$ cat config.mk
export PLATFORM = sky130hd
export DESIGN_NAME = exc_sequencer
export DESIGN_NICKNAME = d
export VERILOG_FILES = /design/src/rtl/exc_sequencer.sv
export SDC_FILE = /design/constraint.sdc
export NUM_CORES = 1
export LEC_CHECK = 0
export CORE_MARGIN = 5
export CORE_UTILIZATION = 45
export CTS_CLUSTER_DIAMETER = 50
export DETAILED_ROUTE_END_ITERATION = 6
export GPL_TIMING_DRIVEN = 0
export PLACE_DENSITY = 0.8
export SYNTH_ARGS = -nofsm -noshare
export SYNTH_HDL_FRONTEND = slang
export SYNTH_SLANG_ARGS = --single-unit
$ cat constraint.sdc
create_clock -name clock -period 5.68 [get_ports clock]
set_input_delay 1.136 -clock clock [delete_from_list [all_inputs] [get_ports clock]]
set_output_delay 1.136 -clock clock [all_outputs]
set_load 0.005 [all_outputs]
$ cat src/rtl/exc_sequencer.sv
// exc_sequencer: exception and interrupt sequencer for the multicycle MIPS core.
// It detects invalid opcodes, signed overflow and external interrupts, then
// aborts the current instruction, saves EPC and a cause code, vectors the PC
// to the handler and later restores the PC from EPC on eret.
// A second synchronous event inside the handler is a double fault and halts the core.
// Build option: define EXC_IRQ_EN to enable the external interrupt path.
// Without it the irq input is ignored and cause 11 is never produced.
module exc_sequencer #(
   parameter logic [31:0] VEC_OPCODE = 32'h0000_0100,
   parameter logic [31:0] VEC_OVF    = 32'h0000_0104,
   parameter logic [31:0] VEC_IRQ    = 32'h0000_0108
) (
   input  logic        clock,
   input  logic        reset,
   input  logic        fetch_boundary,
   input  logic        invalid_op,
   input  logic        ovf_check,
   input  logic        overflow,
   input  logic        irq,
   input  logic        eret,
   input  logic [31:0] pc,
   output logic        exc_take,
   output logic        pc_override_en,
   output logic [31:0] pc_override,
   output logic [31:0] epc,
   output logic [1:0]  cause,
   output logic        in_handler,
   output logic        irq_ack,
   output logic        exc_halt
);

   typedef enum logic [2:0] {
      IDLE    = 3'd0,
      SAVE    = 3'd1,
      VECTOR  = 3'd2,
      HANDLER = 3'd3,
      RETURN  = 3'd4,
      HALT    = 3'd5
   } state_t;

   localparam logic [1:0] CAUSE_OPCODE = 2'b01;
   localparam logic [1:0] CAUSE_OVF    = 2'b10;
   localparam logic [1:0] CAUSE_IRQ    = 2'b11;

   state_t      state;
   state_t      state_nxt;
   logic        sync_ev;
   logic        ovf_ev;
   logic        irq_pending;
   logic        irq_take;
   logic [31:0] lat_epc;
   logic [31:0] lat_epc_nxt;
   logic [1:0]  lat_cause;
   logic [1:0]  lat_cause_nxt;

   assign ovf_ev  = ovf_check & overflow;
   assign sync_ev = invalid_op | ovf_ev;

`ifdef EXC_IRQ_EN
   // Remember an interrupt request until it is acknowledged; a new request wins over the ack.
   always_ff @(posedge clock) begin
      if (reset) begin
         irq_pending <= 1'b0;
      end else if (irq) begin
         irq_pending <= 1'b1;
      end else if (irq_ack) begin
         irq_pending <= 1'b0;
      end
   end

   assign irq_ack = (state == SAVE) && (lat_cause == CAUSE_IRQ);
`else
   logic irq_unused;

   assign irq_unused  = irq;
   assign irq_pending = 1'b0;
   assign irq_ack     = 1'b0;
`endif

   // Interrupts are only accepted between instructions, so nothing is in flight.
   assign irq_take = irq_pending & fetch_boundary;

   // Sequencer state register.
   always_ff @(posedge clock) begin
      if (reset) begin
         state <= IDLE;
      end else begin
         state <= state_nxt;
      end
   end

   // Next state and the EPC/cause candidates captured when an event is accepted.
   always_comb begin
      state_nxt     = state;
      lat_epc_nxt   = lat_epc;
      lat_cause_nxt = lat_cause;
      case (state)
         IDLE: begin
            // PC was already incremented at fetch, so a faulting instruction sits at pc-4.
            if (invalid_op) begin
               state_nxt     = SAVE;
               lat_cause_nxt = CAUSE_OPCODE;
               lat_epc_nxt   = pc - 32'd4;
            end else if (ovf_ev) begin
               state_nxt     = SAVE;
               lat_cause_nxt = CAUSE_OVF;
               lat_epc_nxt   = pc - 32'd4;
            end else if (irq_take) begin
               state_nxt     = SAVE;
               lat_cause_nxt = CAUSE_IRQ;
               lat_epc_nxt   = pc;
            end
         end
         SAVE:    state_nxt = VECTOR;
         VECTOR:  state_nxt = HANDLER;
         HANDLER: begin
            if (eret) begin
               state_nxt = RETURN;
            end else if (sync_ev) begin
               state_nxt = HALT;
            end
         end
         RETURN:  state_nxt = IDLE;
         HALT:    state_nxt = HALT;
         default: state_nxt = IDLE;
      endcase
   end

   // Candidate EPC/cause held between acceptance and the SAVE cycle.
   always_ff @(posedge clock) begin
      lat_epc   <= lat_epc_nxt;
      lat_cause <= lat_cause_nxt;
   end

   // Architectural EPC and cause change only in SAVE, so a double fault keeps the first values.
   always_ff @(posedge clock) begin
      if (reset) begin
         epc   <= 32'd0;
         cause <= 2'b00;
      end else if (state == SAVE) begin
         epc   <= lat_epc;
         cause <= lat_cause;
      end
   end

   assign exc_take       = (state == SAVE);
   assign pc_override_en = (state == VECTOR) || (state == RETURN);
   assign in_handler     = (state == HANDLER);
   assign exc_halt       = (state == HALT);

   // PC override source: handler vector by cause, or EPC on return.
   // Cause 11 cannot be reached when the interrupt path is disabled.
   always_comb begin
      pc_override = 32'd0;
      if (state == VECTOR) begin
         case (cause)
            CAUSE_OPCODE: pc_override = VEC_OPCODE;
            CAUSE_OVF:    pc_override = VEC_OVF;
            CAUSE_IRQ:    pc_override = VEC_IRQ;
            default:      pc_override = 32'd0;
         endcase
      end else if (state == RETURN) begin
         pc_override = epc;
      end
   end

endmodule

# == After elaboration in Yosys (flattened, before gate mapping) ==
# Cells that the tools add are included.
# classes
n_addsub,1
bitwise,2
eq_ne,10
n_reduce_logical,5
mux,11
# op_table
cell,count
two-way mux 32 bit,4
subtractor 32 x 3 -> 32 bit (second input constant),1
case mux 9 bit (3 select lines),1
case mux 3 bit (5 select lines),1
two-way mux 3 bit,4
== test 3 x 2 -> 1 bit (second input constant),2
== test 3 bit (second input constant),2
== test 2 bit (second input constant),2
AND reduction 2 bit,2
== test 3 x 1 -> 1 bit (second input constant),1
zero test 3 bit,1
!= test 3 x 2 -> 1 bit (second input constant),1
!= test 3 bit (second input constant),1
== test 2 x 1 -> 1 bit (second input constant),1
two-way mux 2 bit,1
nonzero test 2 bit,1
AND 1 bit,1
logical OR 1 bit,1
bitwise OR 1 bit,1
# word_totals
regBits,71
out_inout_bits,71
wordCells,34

# == Logic depth before layout (Yosys ltp) ==
# logic_depth
ltp_word,5
depth_mapped,8
mapped_depth_nobuf,6

# == Worst setup path after synthesis ==
# OpenSTA, ideal clock, no wires.
# synth_path
path_type,input to register
from,input ovf_check
to,"register lat_cause[0], enable pin"
t_arrival_ps,4492
stages,2
required_ps,5170
path_slack_ps,678
cell_sequence,a21oi_1 nor4_1
# synth_via
elab_chain_len,3
# synth_lines
element,line_no,rtl
"start, declared",17,"input logic ovf_check,"
AND 1 bit,56,assign ovf_ev = ovf_check & overflow;
nonzero test 2 bit (no source line),-,
AND reduction 2 bit (no source line),-,
"end signal, assigned",132,lat_cause <= lat_cause_nxt;
"end, declared",53,logic [1:0] lat_cause;
# Every way passes these cells.
# A chain may end at the register's enable or synchronous reset.

# == Worst setup path in the final report ==
# layout_path
from,register state[2]
to,output pc_override[26]
# layout_via
elab_chain_len,3
# layout_lines
element,line_no,rtl
"start, declared",45,state_t state;
"start signal, assigned",88,state <= state_nxt;
== test 3 bit,162,end else if (state == RETURN) begin
two-way mux 32 bit,162,
two-way mux 32 bit *,155,if (state == VECTOR) begin
"end, declared",24,"output logic [31:0] pc_override,"
# Mark *: on every way between the ends. The rest lies on a longest branch, timed or not.

==> results list <==
* Worst min-delay path endpoint: epc[0]$_SDFFE_PP0P_
- Worst reg2reg path endpoint: lat_epc[15]$_DFFE_PP_
* Max Root-Sink Buffers: 2
* Via-to-Cell Ratio: about 4.9
* Largest net degree at the start of global routing: 13
- Of the synthesized area, sequential elements account for 0.549.
- Max rail drop VDD: 0.116 mV
- From synthesis to final layout, the design area changed by 44.0%.
* IO buf count: 106
- Dominant cells by area after synthesis: sky130_fd_sc_hd__edfxtp_1 (32%), sky130_fd_sc_hd__dfxtp_1 (23%), sky130_fd_sc_hd__nand2_1 (8.7%)
* First drt pass iteration count: 4
* Number of antenna violations at the first check in global routing: 0
- Setup-violating endpoint count in the final report: 0
- Peak Freq: 0.247 GHz
- Worst setup skew after layout: 0.00562 ns
- FP Rows: 30
- The floorplan step set the die height to 94.5 um.
- For the worst-skew pair, the clock arrives at the later sink with an insertion delay of 0.33 ns.
- Class of the most critical setup path: flip-flop to output pin
- Buffers inserted during clock tree synthesis total 9.
* Number of register bits inferred by synthesis: between 70 and 80
- Final hold violation count: 0
* Status: complete, no violations
- Core ar.: a little under 0.007 sq mm
- After clock tree synthesis, the flow added hold-fix buffers numbering 0.
* Antenna cells: 0
* Rel. slew slack: 0.310
- Counting every net in the synthesized netlist gives 378.
- Starting density of the core: 0.467
- The worst hold path belongs to the class flip-flop to flip-flop.
- CTS root buf: sky130_fd_sc_hd__clkbuf_8
- Critical Path End Type: output pin
- For this run, global-route usage on met1 was measured as 0.208.
- Post-cts gate resize count: 0
- Area share of the largest cell type after synthesis: 0.318
- After synthesis the cells add up to 0.00321 sq mm.
- DRC: 0
- Met2 Usage GRT: 0.325
* Highest net fanout along the worst path: 10
- Number of nets at the end of the flow: 498
- The routed layout has 2725 vias.
- Worst Path Required: 4.54 ns
* Power density relative to cell area: 266 mW/mm^2
- Place WS: 1.95 ns
- Critical path's most frequent cell: sky130_fd_sc_hd__clkbuf_1
* Final wirelength: 7700 um
- Compound-Gate Fraction of Synth Area: 0.0713
- Number of distinct standard cells referenced by the synthesized netlist: 35
- Number of top-level pins: 111
- Once detail routing completed, the nets flagged for antenna violations numbered 0.
* Worst setup slack for register-to-register paths: approximately 3.4 ns
* Average routed wire per standard cell: 13.8 um
- After synthesis, the share of cell area in mux cells is 0.
- The H-tree generated during clock tree synthesis spans 3 levels.
- For this run, the total global-route usage over all layers was measured as 0.180.
- Gr busiest metal: met2
* Leakage power: between 0.0015 and 0.002 uW
- Post-CTS Repair Setup Buffers: 0
- Grt total ovfl: 0
* Number of max-slew violations in the final report: 0
- TritonCTS built the clock tree.
- Final core occ: 0.673
* Number of stages on the worst hold path: 2
- Die width: around 94 um
* Share of the synthesized netlist area taken by xor and xnor gates: 0.0764
- After filler insertion, the fill cell instance count of the layout stands at between 500 and 600.
- Min cycle time layout: 4.05 ns
* Number of warning messages in the yosys log: 0
* Clock transition time at the flip-flop clock pins of the worst setup and hold paths: 0.07 ns
- Synthesis produced 337 cells.
* Worst path max stage delay: about 0.5 ns
- The slowest stage of the critical path belongs to the cell sky130_fd_sc_hd__clkdlybuf4s50_1.
- STA classifies the critical path startpoint as a flip-flop.
- After legalization and detailed placement, the total HPWL measured 6000 um.
- Fin Setup TNS: 0 ns
- Startpoint of the lowest-slack register-to-register path: state[0]$_SDFFE_PP0P_
- CP cell instances: clkbuf_1 -> nor2b_1 -> nor2b_1 -> clkbuf_1 -> clkbuf_1 -> and2_1 -> clkdlybuf4s50_1
* Cell count of the worst reg-to-reg path: 4
* Simple-gate share of the synthesized area: 0.263
- CTS saw 71 sinks.
* Wire length of the first global-routing pass: 12400 um
* Adder-cell area share of the yosys netlist: 0.00390
* Placer congestion estimate: 0.842
* Fraction of final layout cells with drive strength greater than 1: 0.0671
- Dominant cell type by area after synthesis: sky130_fd_sc_hd__edfxtp_1
* Final Worst Setup Slack: 1.63 ns
- Max-cap violations in this run came to 0.
- Largest family of logic cells by synthesized area: simple AND/OR/NAND/NOR gates
- Actual transition at the worst max-transition pin: between 1 and 1.5 ns
* Number of global-route vias before repair: 2648
- Of the available clock period, the critical path in the final layout requires 0.714.
* Beginning of the worst hold path: epc[0]$_SDFFE_PP0P_
* Mean instance size in the synthesized netlist: 9.52 sq um
- Die area: 0.00892 sq mm
* Number of violations reported at the end of detailed-routing iteration 0: roughly 110
- M3 GR Usage: 0.0327
- RSZ-0062 raised after global routing: no
- Arrival time at the worst endpoint: 2.92 ns
-- logic make-up (layout without fill, tap and decap cells) --
| kind of cell | after synthesis | after routing |
|---|---|---|
| other cells | 1 | 1 |
| buf+inv | 27 | 152 |
| simple gates | 165 | 165 |
| fa+ha+maj | 1 | 1 |
| compound gates | 44 | 44 |
| xor+xnor | 28 | 28 |
| flops | 71 | 71 |
-- how the worst max path moves through the flow --
stage,depth (start not counted),start,slack [ns],to
after floorplan,2,ovf_check,0.68,lat_cause[0]$_SDFFCE_PP1P_
after global placement,3,invalid_op,-0.95,lat_epc[12]$_DFFE_PP_
final,7,state[2]$_SDFFE_PP0P_,1.63,pc_override[26]
after CTS,7,state[2]$_SDFFE_PP0P_,1.57,pc_override[26]
after global routing,7,state[2]$_SDFFE_PP0P_,1.26,pc_override[27]
after detailed placement,7,state[2]$_SDFFE_PP0P_,1.95,pc_override[26]
-- worst max-delay path: cells and delay by family (launching register included) --
kind                   cells  cell delay, ns
buffers and inverters      4            1.45
DFF                        1            0.31
and+or+nand+nor            3            0.84
-- layout by cell type (no fill, tap or decap), types with 6 or more instances in the layout --
cell type and instances:
sky130_fd_sc_hd__xor2_1 22, sky130_fd_sc_hd__xnor2_1 6, sky130_fd_sc_hd__nor3_1 6, sky130_fd_sc_hd__nor2_1 18, sky130_fd_sc_hd__clkdlybuf4s50_1 106, sky130_fd_sc_hd__clkbuf_8 11
sky130_fd_sc_hd__nor4_1 10, sky130_fd_sc_hd__edfxtp_1 34, sky130_fd_sc_hd__nand2_1 74, sky130_fd_sc_hd__inv_1 7, sky130_fd_sc_hd__a21oi_1 40, sky130_fd_sc_hd__dfxtp_1 37
sky130_fd_sc_hd__and2_1 30, sky130_fd_sc_hd__clkbuf_1 18
-- area by class of cell --
class,instances,area [sq um],share of cell area
multi-input combinational,239,1340,0.290
timing repair buffer,109,1080,0.234
clock buffer,13,159,0.0344
tap,96,120,0.0260
buffer,19,82.6,0.0179
sequential,71,1760,0.381
clock inverter,3,42.5,0.00921
inverter,8,30.0,0.00650
-- report_power, final --
part | internal (uW) | total, uW | leakage [uW] | switching (uW)
Combinational | 102 | 206 | 0.000900 | 104
Clock | 227 | 404 | 0.0000996 | 178
Sequential | 597 | 620 | 0.000627 | 23.6
Total | 925 | 1230 | 0.00163 | 305
-- metal layers --
layer  up-vias  part of all wire
met4         0             0.019
met2        85              0.52
met1      1256              0.40
met3        10             0.059
li1       1374                 -
met5         -                 0
-- registers in the layout (all words and copies together) (netlist names) --
name       count
cause          2
epc           32
lat_epc       32
state          3
lat_cause      2
-- cells in the mapped netlist (all sizes together) --
cell type and number:
xnor2 6, or4 3, nor3b 2, clkbuf 16, buf 3, nand4b 1
nor2b 2, nor3 9, ha 1, or3 4, a211oi 2, nand3 3
xor2 22, nand2b 2, edfxtp 34, o21ai 1, nand4 2, a32oi 1
nor4 13, inv 8, dfxtp 37, nor2 18, and2 30, conb 1
a21oi 40, or2 2, nand2 74
-- stage by stage --
stage	total power, uW	instances	hold WS, ns	cell area, sq um
4_1_cts	1240	558	0.468	4620
2_1_floorplan	722	337	0.461	3210
5_1_grt	1290	558	0.497	4620
3_3_place_gp	830	539	0.453	4390
3_5_place_dp	839	542	0.458	4420
6_report	1230	558	0.464	4620
Power figures use the tool's default switching activity.
